[config.mk]
export PLATFORM = sky130hd
export DESIGN_NAME = fwd_lookup_ctrl_flat
export DESIGN_NICKNAME = d
export VERILOG_FILES = /design/src/rtl/fwd_lookup_ctrl_if.sv /design/src/rtl/fwd_lookup_ctrl.sv /design/src/flat_wrapper.sv
export SDC_FILE = /design/constraint.sdc
export NUM_CORES = 1
export LEC_CHECK = 0
export ABC_AREA = 0
export BUFFER_PORTS_ARGS = -buffer_cell sky130_fd_sc_hd__buf_2
export CORE_AREA = 2 2 116 118
export CTS_BUF_LIST = sky130_fd_sc_hd__clkbuf_2 sky130_fd_sc_hd__clkbuf_4 sky130_fd_sc_hd__clkbuf_8
export CTS_CLUSTER_DIAMETER = 30
export DETAILED_ROUTE_END_ITERATION = 12
export DIE_AREA = 0 0 118 120
export PLACE_DENSITY = 0.95
export SYNTH_ARGS = -nofsm -noshare
export SYNTH_HDL_FRONTEND = slang
export SYNTH_SLANG_ARGS = --single-unit
[constraint.sdc]
create_clock -name clk -period 2.95 [get_ports clk]
set_clock_uncertainty 0.2 [all_clocks]
set_input_delay 0.59 -clock clk [delete_from_list [all_inputs] [get_ports clk]]
set_output_delay 0.59 -clock clk [all_outputs]
set_load 0.02 [all_outputs]
[src/rtl/fwd_lookup_ctrl_if.sv]
// Signal bundle between fwd_lookup_ctrl, the header parser, the address table and the queue manager.
// The master modport is the controller's own view of the bundle.
interface fwd_lookup_ctrl_if #(
  parameter int NUM_PORTS = 4,
  parameter int CNT_W     = 16
);
  localparam int PW = (NUM_PORTS > 1) ? $clog2(NUM_PORTS) : 1;

  logic                 hdr_valid;
  logic                 hdr_ready;
  logic [47:0]          hdr_src_mac;
  logic [47:0]          hdr_dst_mac;
  logic [PW-1:0]        hdr_port;
  logic                 learn_req;
  logic [47:0]          learn_address;
  logic [PW-1:0]        learn_port;
  logic                 read_req;
  logic [47:0]          read_address;
  logic [PW-1:0]        read_port;
  logic                 read_port_valid;
  logic                 dec_valid;
  logic                 dec_ready;
  logic [NUM_PORTS-1:0] dec_mask;
  logic                 dec_flood;
  logic                 dec_drop;
  logic [CNT_W-1:0]     stat_hit_cnt;
  logic [CNT_W-1:0]     stat_miss_cnt;
  logic [CNT_W-1:0]     stat_flood_cnt;

  modport master (
    input  hdr_valid, hdr_src_mac, hdr_dst_mac, hdr_port, read_port, read_port_valid, dec_ready,
    output hdr_ready, learn_req, learn_address, learn_port, read_req, read_address,
           dec_valid, dec_mask, dec_flood, dec_drop, stat_hit_cnt, stat_miss_cnt, stat_flood_cnt
  );

  modport slave (
    output hdr_valid, hdr_src_mac, hdr_dst_mac, hdr_port, read_port, read_port_valid, dec_ready,
    input  hdr_ready, learn_req, learn_address, learn_port, read_req, read_address,
           dec_valid, dec_mask, dec_flood, dec_drop, stat_hit_cnt, stat_miss_cnt, stat_flood_cnt
  );
endinterface

[src/rtl/fwd_lookup_ctrl.sv]
// Forwarding lookup controller: learns the source MAC, looks up the destination MAC and
// returns a unicast / flood / drop decision, one header at a time.
module fwd_lookup_ctrl #(
  parameter int NUM_PORTS    = 4,
  parameter int READ_LATENCY = 1,
  parameter int CNT_W        = 16
) (
  input logic               clk,
  input logic               rst_n,
  fwd_lookup_ctrl_if.master bus
);
  localparam int                   PW  = (NUM_PORTS > 1) ? $clog2(NUM_PORTS) : 1;
  localparam logic [2:0]           RL  = 3'(READ_LATENCY);
  localparam logic [PW:0]          NP  = (PW + 1)'(NUM_PORTS);
  localparam logic [NUM_PORTS-1:0] ONE = NUM_PORTS'(1);

  typedef enum logic [2:0] {IDLE, LEARN, READ, WAIT, RESP} state_t;

  state_t               state;
  logic [2:0]           lat_cnt;
  logic                 sample_now;
  logic                 port_ok;
  logic                 lk_drop;
  logic                 lk_flood;
  logic [NUM_PORTS-1:0] lk_mask;
  logic [NUM_PORTS-1:0] flood_mask;

  function automatic logic [CNT_W-1:0] sat_inc(input logic [CNT_W-1:0] v);
    return (&v) ? v : v + 1'b1;
  endfunction

  // Lookup result decoded against the captured ingress port; only used when sample_now is high.
  always_comb begin
    flood_mask = ~(ONE << bus.learn_port);
    port_ok    = bus.read_port_valid && ({1'b0, bus.read_port} < NP);
    lk_drop    = port_ok && (bus.read_port == bus.learn_port);
    lk_flood   = !port_ok;
    lk_mask    = '0;
    if (lk_flood)
      lk_mask = flood_mask;
    else if (!lk_drop)
      lk_mask = ONE << bus.read_port;
    sample_now = ((state == READ) && (RL == 3'd0)) || ((state == WAIT) && (lat_cnt == 3'd1));
  end

  always_ff @(posedge clk or negedge rst_n) begin
    if (!rst_n) begin
      state              <= IDLE;
      lat_cnt            <= '0;
      bus.hdr_ready      <= 1'b1;
      bus.learn_req      <= 1'b0;
      bus.learn_address  <= '0;
      bus.learn_port     <= '0;
      bus.read_req       <= 1'b0;
      bus.read_address   <= '0;
      bus.dec_valid      <= 1'b0;
      bus.dec_mask       <= '0;
      bus.dec_flood      <= 1'b0;
      bus.dec_drop       <= 1'b0;
      bus.stat_hit_cnt   <= '0;
      bus.stat_miss_cnt  <= '0;
      bus.stat_flood_cnt <= '0;
    end else begin
      bus.learn_req <= 1'b0;
      bus.read_req  <= 1'b0;
      case (state)
        IDLE: if (bus.hdr_valid) begin
          bus.learn_address <= bus.hdr_src_mac;
          bus.learn_port    <= bus.hdr_port;
          bus.read_address  <= bus.hdr_dst_mac;
          bus.learn_req     <= !bus.hdr_src_mac[40];
          bus.hdr_ready     <= 1'b0;
          state             <= LEARN;
        end
        LEARN: if (bus.read_address[40]) begin
          bus.dec_valid      <= 1'b1;
          bus.dec_mask       <= flood_mask;
          bus.dec_flood      <= 1'b1;
          bus.dec_drop       <= 1'b0;
          bus.stat_flood_cnt <= sat_inc(bus.stat_flood_cnt);
          state              <= RESP;
        end else begin
          bus.read_req <= 1'b1;
          state        <= READ;
        end
        READ: begin
          lat_cnt <= RL;
          state   <= WAIT;
        end
        WAIT: lat_cnt <= lat_cnt - 3'd1;
        RESP: if (bus.dec_ready) begin
          bus.dec_valid <= 1'b0;
          bus.dec_mask  <= '0;
          bus.dec_flood <= 1'b0;
          bus.dec_drop  <= 1'b0;
          bus.hdr_ready <= 1'b1;
          state         <= IDLE;
        end
        default: state <= IDLE;
      endcase
      // A hit naming a nonexistent port carries no usable entry, so it is counted as a miss.
      if (sample_now) begin
        bus.dec_valid <= 1'b1;
        bus.dec_mask  <= lk_mask;
        bus.dec_flood <= lk_flood;
        bus.dec_drop  <= lk_drop;
        if (port_ok) begin
          bus.stat_hit_cnt <= sat_inc(bus.stat_hit_cnt);
        end else begin
          bus.stat_miss_cnt  <= sat_inc(bus.stat_miss_cnt);
          bus.stat_flood_cnt <= sat_inc(bus.stat_flood_cnt);
        end
        state <= RESP;
      end
    end
  end
endmodule

[src/flat_wrapper.sv]
// flat-port wrapper written by rule: the top's interface ports become plain ports
module fwd_lookup_ctrl_flat 
#(
  parameter int NUM_PORTS    = 4,
  parameter int READ_LATENCY = 1,
  parameter int CNT_W        = 16
)
  (clk, rst_n, bus_hdr_valid, bus_hdr_src_mac, bus_hdr_dst_mac, bus_hdr_port, bus_read_port, bus_read_port_valid, bus_dec_ready, bus_hdr_ready, bus_learn_req, bus_learn_address, bus_learn_port, bus_read_req, bus_read_address, bus_dec_valid, bus_dec_mask, bus_dec_flood, bus_dec_drop, bus_stat_hit_cnt, bus_stat_miss_cnt, bus_stat_flood_cnt);
  fwd_lookup_ctrl_if #(.NUM_PORTS(NUM_PORTS), .CNT_W(CNT_W)) bus_i ();
  input logic clk;
  input logic rst_n;
  input wire logic [$bits(bus_i.hdr_valid)-1:0] bus_hdr_valid;
  input wire logic [$bits(bus_i.hdr_src_mac)-1:0] bus_hdr_src_mac;
  input wire logic [$bits(bus_i.hdr_dst_mac)-1:0] bus_hdr_dst_mac;
  input wire logic [$bits(bus_i.hdr_port)-1:0] bus_hdr_port;
  input wire logic [$bits(bus_i.read_port)-1:0] bus_read_port;
  input wire logic [$bits(bus_i.read_port_valid)-1:0] bus_read_port_valid;
  input wire logic [$bits(bus_i.dec_ready)-1:0] bus_dec_ready;
  output wire logic [$bits(bus_i.hdr_ready)-1:0] bus_hdr_ready;
  output wire logic [$bits(bus_i.learn_req)-1:0] bus_learn_req;
  output wire logic [$bits(bus_i.learn_address)-1:0] bus_learn_address;
  output wire logic [$bits(bus_i.learn_port)-1:0] bus_learn_port;
  output wire logic [$bits(bus_i.read_req)-1:0] bus_read_req;
  output wire logic [$bits(bus_i.read_address)-1:0] bus_read_address;
  output wire logic [$bits(bus_i.dec_valid)-1:0] bus_dec_valid;
  output wire logic [$bits(bus_i.dec_mask)-1:0] bus_dec_mask;
  output wire logic [$bits(bus_i.dec_flood)-1:0] bus_dec_flood;
  output wire logic [$bits(bus_i.dec_drop)-1:0] bus_dec_drop;
  output wire logic [$bits(bus_i.stat_hit_cnt)-1:0] bus_stat_hit_cnt;
  output wire logic [$bits(bus_i.stat_miss_cnt)-1:0] bus_stat_miss_cnt;
  output wire logic [$bits(bus_i.stat_flood_cnt)-1:0] bus_stat_flood_cnt;
  assign bus_i.hdr_valid = bus_hdr_valid;
  assign bus_i.hdr_src_mac = bus_hdr_src_mac;
  assign bus_i.hdr_dst_mac = bus_hdr_dst_mac;
  assign bus_i.hdr_port = bus_hdr_port;
  assign bus_i.read_port = bus_read_port;
  assign bus_i.read_port_valid = bus_read_port_valid;
  assign bus_i.dec_ready = bus_dec_ready;
  assign bus_hdr_ready = bus_i.hdr_ready;
  assign bus_learn_req = bus_i.learn_req;
  assign bus_learn_address = bus_i.learn_address;
  assign bus_learn_port = bus_i.learn_port;
  assign bus_read_req = bus_i.read_req;
  assign bus_read_address = bus_i.read_address;
  assign bus_dec_valid = bus_i.dec_valid;
  assign bus_dec_mask = bus_i.dec_mask;
  assign bus_dec_flood = bus_i.dec_flood;
  assign bus_dec_drop = bus_i.dec_drop;
  assign bus_stat_hit_cnt = bus_i.stat_hit_cnt;
  assign bus_stat_miss_cnt = bus_i.stat_miss_cnt;
  assign bus_stat_flood_cnt = bus_i.stat_flood_cnt;
  fwd_lookup_ctrl #(.NUM_PORTS(NUM_PORTS), .READ_LATENCY(READ_LATENCY), .CNT_W(CNT_W)) u_core (.clk(clk), .rst_n(rst_n), .bus(bus_i));
endmodule
# Word-level counts from Yosys, hierarchy flattened
# Cells that the tools add are included.
[totals]
elab_cells = 86
ff_bits = 162
out_inout_bits = 156
in_bits = 105
[classes]
n_shift = 2
bitwise_logic = 4
n_reduce_logical = 17
n_mux = 32
eq_ne = 12
n_addsub = 4
[ops]
columns = ["operator", "count"]
rows = [
  ["two-way mux 16 bit", 5],
  ["adder 16 x 1 -> 16 bit (second input constant)", 3],
  ["AND reduction 16 bit", 3],
  ["two-way mux 4 bit", 5],
  ["one-hot mux 3 bit (5 select lines)", 1],
  ["AND reduction 3 bit", 5],
  ["two-way mux 1 bit", 12],
  ["two-way mux 3 bit", 4],
  ["one-hot mux 4 bit (2 select lines)", 1],
  ["<< shifter 1 x 2 -> 4 bit (first input constant)", 2],
  ["== test 3 x 1 -> 1 bit (second input constant)", 2],
  ["== test 3 x 2 -> 1 bit (second input constant)", 2],
  ["!= test 3 x 2 -> 1 bit (second input constant)", 2],
  ["one-hot mux 1 bit (2 select lines)", 3],
  ["one-hot mux 3 bit (2 select lines)", 1],
  ["!= test 2 bit (second input constant)", 2],
  ["inverter 4 bit", 1],
  ["nonzero test 2 bit", 2],
  ["== test 3 bit (second input constant)", 1],
  ["logical NOT 3 bit", 1],
  ["!= test 3 x 1 -> 1 bit (second input constant)", 1],
  ["inverter 1 bit", 3],
  ["nonzero test 3 bit", 1],
  ["subtractor 3 x 1 -> 3 bit (second input constant)", 1],
  ["5 further kinds", 7],
]

# Depth between registers and ports, before layout
[depth]
ltp_word = 6
mapped_depth = 7
mapped_depth_nobuf = 6

# Worst setup path before layout
# No wires, ideal clock.
[synth_path]
path_kind = "flip-flop to flip-flop"
start = "register u_core.bus.stat_flood_cnt[0] (netlist bit)"
end = "register u_core.bus.stat_flood_cnt[4] (netlist bit)"
period_less_slack_ns = 2.071
n_path_buf = 1
stages_incl_launch_ff = 7
t_required_ns = 2.611
arrival_time_ns = 1.731
slack_ns = 0.879
setup_ns = 0.139
path_cell_list = "dfrtp_1 > ha_1 > nand4_1 > nor4_2 > buf_2 > nor4b_1 > xor2_1"
[synth_between]
elab_chain_len = 6
word_cells_on_any_way = 7
classes_between = "1 x add/sub; 5 x mux; 1 x reduce/logical"
[synth_lines]
columns = ["element", "line", "text"]
rows = [
  ["from (decl)", "fwd_lookup_ctrl_if.sv:33", "dec_valid, dec_mask, dec_flood, dec_drop, stat_hit_cnt, stat_miss_cnt, stat_flood_cnt"],
  ["from (signal assigned)", "fwd_lookup_ctrl.sv:80", "bus.stat_flood_cnt <= sat_inc(bus.stat_flood_cnt);"],
  ["from (signal assigned)", "fwd_lookup_ctrl.sv:111", "bus.stat_flood_cnt <= sat_inc(bus.stat_flood_cnt);"],
  ["adder 16 x 1 -> 16 bit or AND reduction 16 bit (tied branches)", "fwd_lookup_ctrl.sv:29", "return (&v) ? v : v + 1'b1;"],
  ["two-way mux 16 bit (*)", "fwd_lookup_ctrl.sv:29", ""],
  ["two-way mux 16 bit", "fwd_lookup_ctrl.sv:75", "LEARN: if (bus.read_address[40]) begin"],
  ["two-way mux 16 bit", "fwd_lookup_ctrl.sv:66", "case (state)"],
  ["two-way mux 16 bit", "fwd_lookup_ctrl.sv:107", "if (port_ok) begin"],
  ["two-way mux 16 bit (*)", "fwd_lookup_ctrl.sv:102", "if (sample_now) begin"],
]
# Mark *: on every way between the ends. The rest lies on a longest branch, timed or not.
# A chain may end at the register's enable or synchronous reset.

# Final worst setup path
[layout_path]
start = "register u_core.state[1]"
end = "register u_core.bus.stat_flood_cnt[6] (netlist bit)"
[layout_between]
elab_chain_len = 4
word_cells_on_any_way = 6
classes_between = "2 x eq/ne; 3 x mux; 1 x reduce/logical"
[layout_lines]
columns = ["element", "line", "text"]
rows = [
  ["from (decl)", "fwd_lookup_ctrl.sv:19", "state_t state;"],
  ["from (signal assigned)", "fwd_lookup_ctrl.sv:48", "state <= IDLE;"],
  ["from (signal assigned)", "fwd_lookup_ctrl.sv:73", "state <= LEARN;"],
  ["from (signal assigned)", "fwd_lookup_ctrl.sv:81", "state <= RESP;"],
  ["== test 3 x 1 -> 1 bit", "fwd_lookup_ctrl.sv:66", ""],
  ["two-way mux 16 bit", "fwd_lookup_ctrl.sv:66", ""],
  ["two-way mux 16 bit", "fwd_lookup_ctrl.sv:107", ""],
  ["two-way mux 16 bit (*)", "fwd_lookup_ctrl.sv:102", ""],
]
# Marked as above.

==> reports/results.txt <==
setup TNS: 0 ps
Max-Cap Viols: 0
worst-margin pin slew: 707 ps
RSZ-0062 raised after global routing: no
clock transition at the registers of the reported paths: 80 ps
port bufs: 260
Synth cell types: 59
Total Routed Length: 16,700 um
Post-DP Area: 8490 um^2
post-route ant nets: 0
drt initial violations: 376
Tmin final: 2430 ps
Post-synth EDFFs: 0
status: finished, final reports clean
Post-CTS Setup Bufs: 0
HP Class: input pin to register
count of state elements after synthesis: 162
vias per cell: 5.41
die height: 120 um
fin util: 68.8%
Clock Latency Late Sink: 440 ps
root buf cell: clkbuf_8
Worst setup SP type: register
fmax: 0.411 GHz
total number of vias: 5,269
crit path DAT: 2600 ps
most frequent cell after synthesis: dfrtp_1
Synth top area share: 57.7%
post-synthesis sequential area ratio: 58.1%
count of final setup violators: 0
vias in the first global route: 5,193
P_leak: 4.45 nW
CP Cell Sequence: nor3b_2 > a32oi_2 > buf_4 > nor4b_1 > xor2_1
Synth Warn #: 0
crit share post-route: 82.4%
clock tree buffer depth: 2
layout cells sized above 1: 53.1%
I/O pin count: 261
Finished Cell Area: 8940 um^2
Hold Buf Count CTS: 1
final hold vios: 0
Max-slew headroom: 52.4%
largest net degree at the start of global routing: 74
clk sinks: 162
CTS tree: yes
core area: 13,000 um^2
gr ovfl total: 0
Final Hold Slack: 142 ps
fraction of registers with async set/reset: 100%
wire per inst: 17.1 um
Mapped Cells: 514
Avg Cell Area, Syn: 13.6 um^2
first-pass GRT wire length: 26,300 um
Residual DRC: 0
largest cells by area after synthesis: dfrtp_1 58%, mux2_2 16%, xor2_1 3.9%, nand3_1 1.6%, nand2_1 1.2%
HPWL Detailed: 12,300 um
Worst Path Required: 3110 ps
initial antenna violation count: 0
pwr dens: 1020 nW/um^2
WS Path Type: register to register
GP Congestion: 0.843
ys flop type: dfrtp_1
endpoint type of the worst setup path: register
Synth area leader: dfrtp_1
1st-pass router iterations: 5
cts repair resizes: 0
CP Max Fanout: 14
Starting Density: 53.8%
Mapped Nets: 624
Die ar.: 14,200 um^2
Synth Cell Area: 6980 um^2
CTS Buf Count: 17
GRT Util Overall: 23.7%
Final Max Tran Viols: 0
CP peak stage delay: 630 ps
commonest cells in the netlist: 161 x dfrtp_1, 98 x mux2_2, 31 x xor2_1, 23 x nand2_1, 23 x nand3_1
Row Count: 42
Synth-to-Final Area Change: 28.0%
VDD IR max: 0.622 mV
Slowest-stage cell, CP: dfrtp_1
Inserted Diodes: 0
Die W: 118 um
CTS H-tree lvls: 4
final net count: 896
final cells by class:
class | count | area [um^2]
flip-flops and latches | 162 | 4060
fillers | 920 | 4040
multi-input cells | 324 | 2780
repair buffers | 270 | 1410
clock buffers | 21 | 277
well taps | 176 | 220
clock inverters | 10 | 158
inverters | 11 | 41.3
metal layers:
layer	GRT usage, %	vias up	wire length (um)
met1	29.3	2584	6760
met2	41.3	235	8730
li1	-	2418	-
met4	8.89	0	322
met5	0	-	0
met3	4.71	32	855
worst max-delay path: cells and delay by family, from the launching register on:
kind                   cells  cell delay (ps)
AND/OR/NAND/NOR            2              790
flip-flops                 1              630
buffers and inverters      1              280
AO/OA/AOI/OAI              1              260
XOR/XNOR                   1              190
logic make-up (layout without fill, tap and decap cells):
| kind of cell | count (synthesis) | count (layout) | synth area share (%) |
|---|---|---|---|
| AOI/OAI and AO/OA | 34 | 34 | 3.82 |
| adders and majority gates | 5 | 5 | 0.896 |
| muxes | 104 | 104 | 16.8 |
| xor gates and xnor gates | 40 | 40 | 5.02 |
| and+or+nand+nor | 141 | 141 | 13.2 |
| DFF | 162 | 162 | 58.1 |
| buffers and inverters | 28 | 312 | 2.13 |
layout by cell type, fill, tap and decap left out, drive strengths merged, types with 3 or more instances in the layout:
cell,Yosys,final
dfrtp,161,161
xnor2,9,9
clkbuf,0,21
nor3,13,13
buf,17,269
clkinvlp,0,3
nor3b,5,5
nand2,24,24
and4,5,5
nor2,13,13
nand3,23,23
a2111oi,6,6
bufinv,0,4
xor2,31,31
o21ai,8,8
a31oi,3,3
mux2,104,104
a21oi,4,4
and3,6,6
nor4b,5,5
clkinv,0,3
ha,5,5
nand4,15,15
inv,11,11
nor4,16,16
nor2b,3,3
sequential cells by signal (all words and copies together), names as in the netlist:
| register | cells |
|---|---|
| u_core.bus.dec_flood | 1 |
| u_core.bus.learn_req | 1 |
| u_core.bus.dec_mask | 4 |
| u_core.bus.dec_drop | 1 |
| u_core.bus.stat_hit_cnt | 16 |
| u_core.bus.dec_valid | 1 |
| u_core.bus.read_req | 1 |
| u_core.state | 3 |
| u_core.bus.learn_port | 2 |
| u_core.lat_cnt | 3 |
| u_core.bus.hdr_ready | 1 |
| u_core.bus.stat_miss_cnt | 16 |
| u_core.bus.learn_address | 48 |
| u_core.bus.stat_flood_cnt | 16 |
| u_core.bus.read_address | 48 |
metrics by stage:
step,power (W),setup slack (ps),instances
2_1_floorplan,0.00611,879,514
3_3_place_gp,0.00725,631,942
3_5_place_dp,0.00746,568,942
4_1_cts,0.00922,538,974
5_1_grt,0.00962,348,974
6_report,0.00915,520,974
worst paths after layout:
check | depth (start not counted) | slack [ps] | end | start
min | 2 | 140 | u_core.bus.learn_req | bus_hdr_src_mac[40]
max in group asynchronous | 3 | 1390 | u_core.bus.stat_flood_cnt[9] | rst_n
max | 5 | 520 | u_core.bus.stat_flood_cnt[6] | u_core.state[1]
min reg2reg | 2 | 310 | u_core.bus.dec_drop | u_core.bus.dec_drop
min in group asynchronous | 2 | 480 | u_core.bus.stat_hit_cnt[7] | rst_n
max reg2reg | 5 | 520 | u_core.bus.stat_flood_cnt[6] | u_core.state[1]
power breakdown:
group / leakage, nW / total, W / internal (W) / switching (W)
Sequential: 2.01 / 0.00369 / 0.00308 / 0.000612
Clock: 0.215 / 0.00174 / 0.000977 / 0.000763
Combinational: 2.22 / 0.00372 / 0.00157 / 0.00215
Total: 4.45 / 0.00915 / 0.00563 / 0.00353
(Power assumes the default switching activity.)
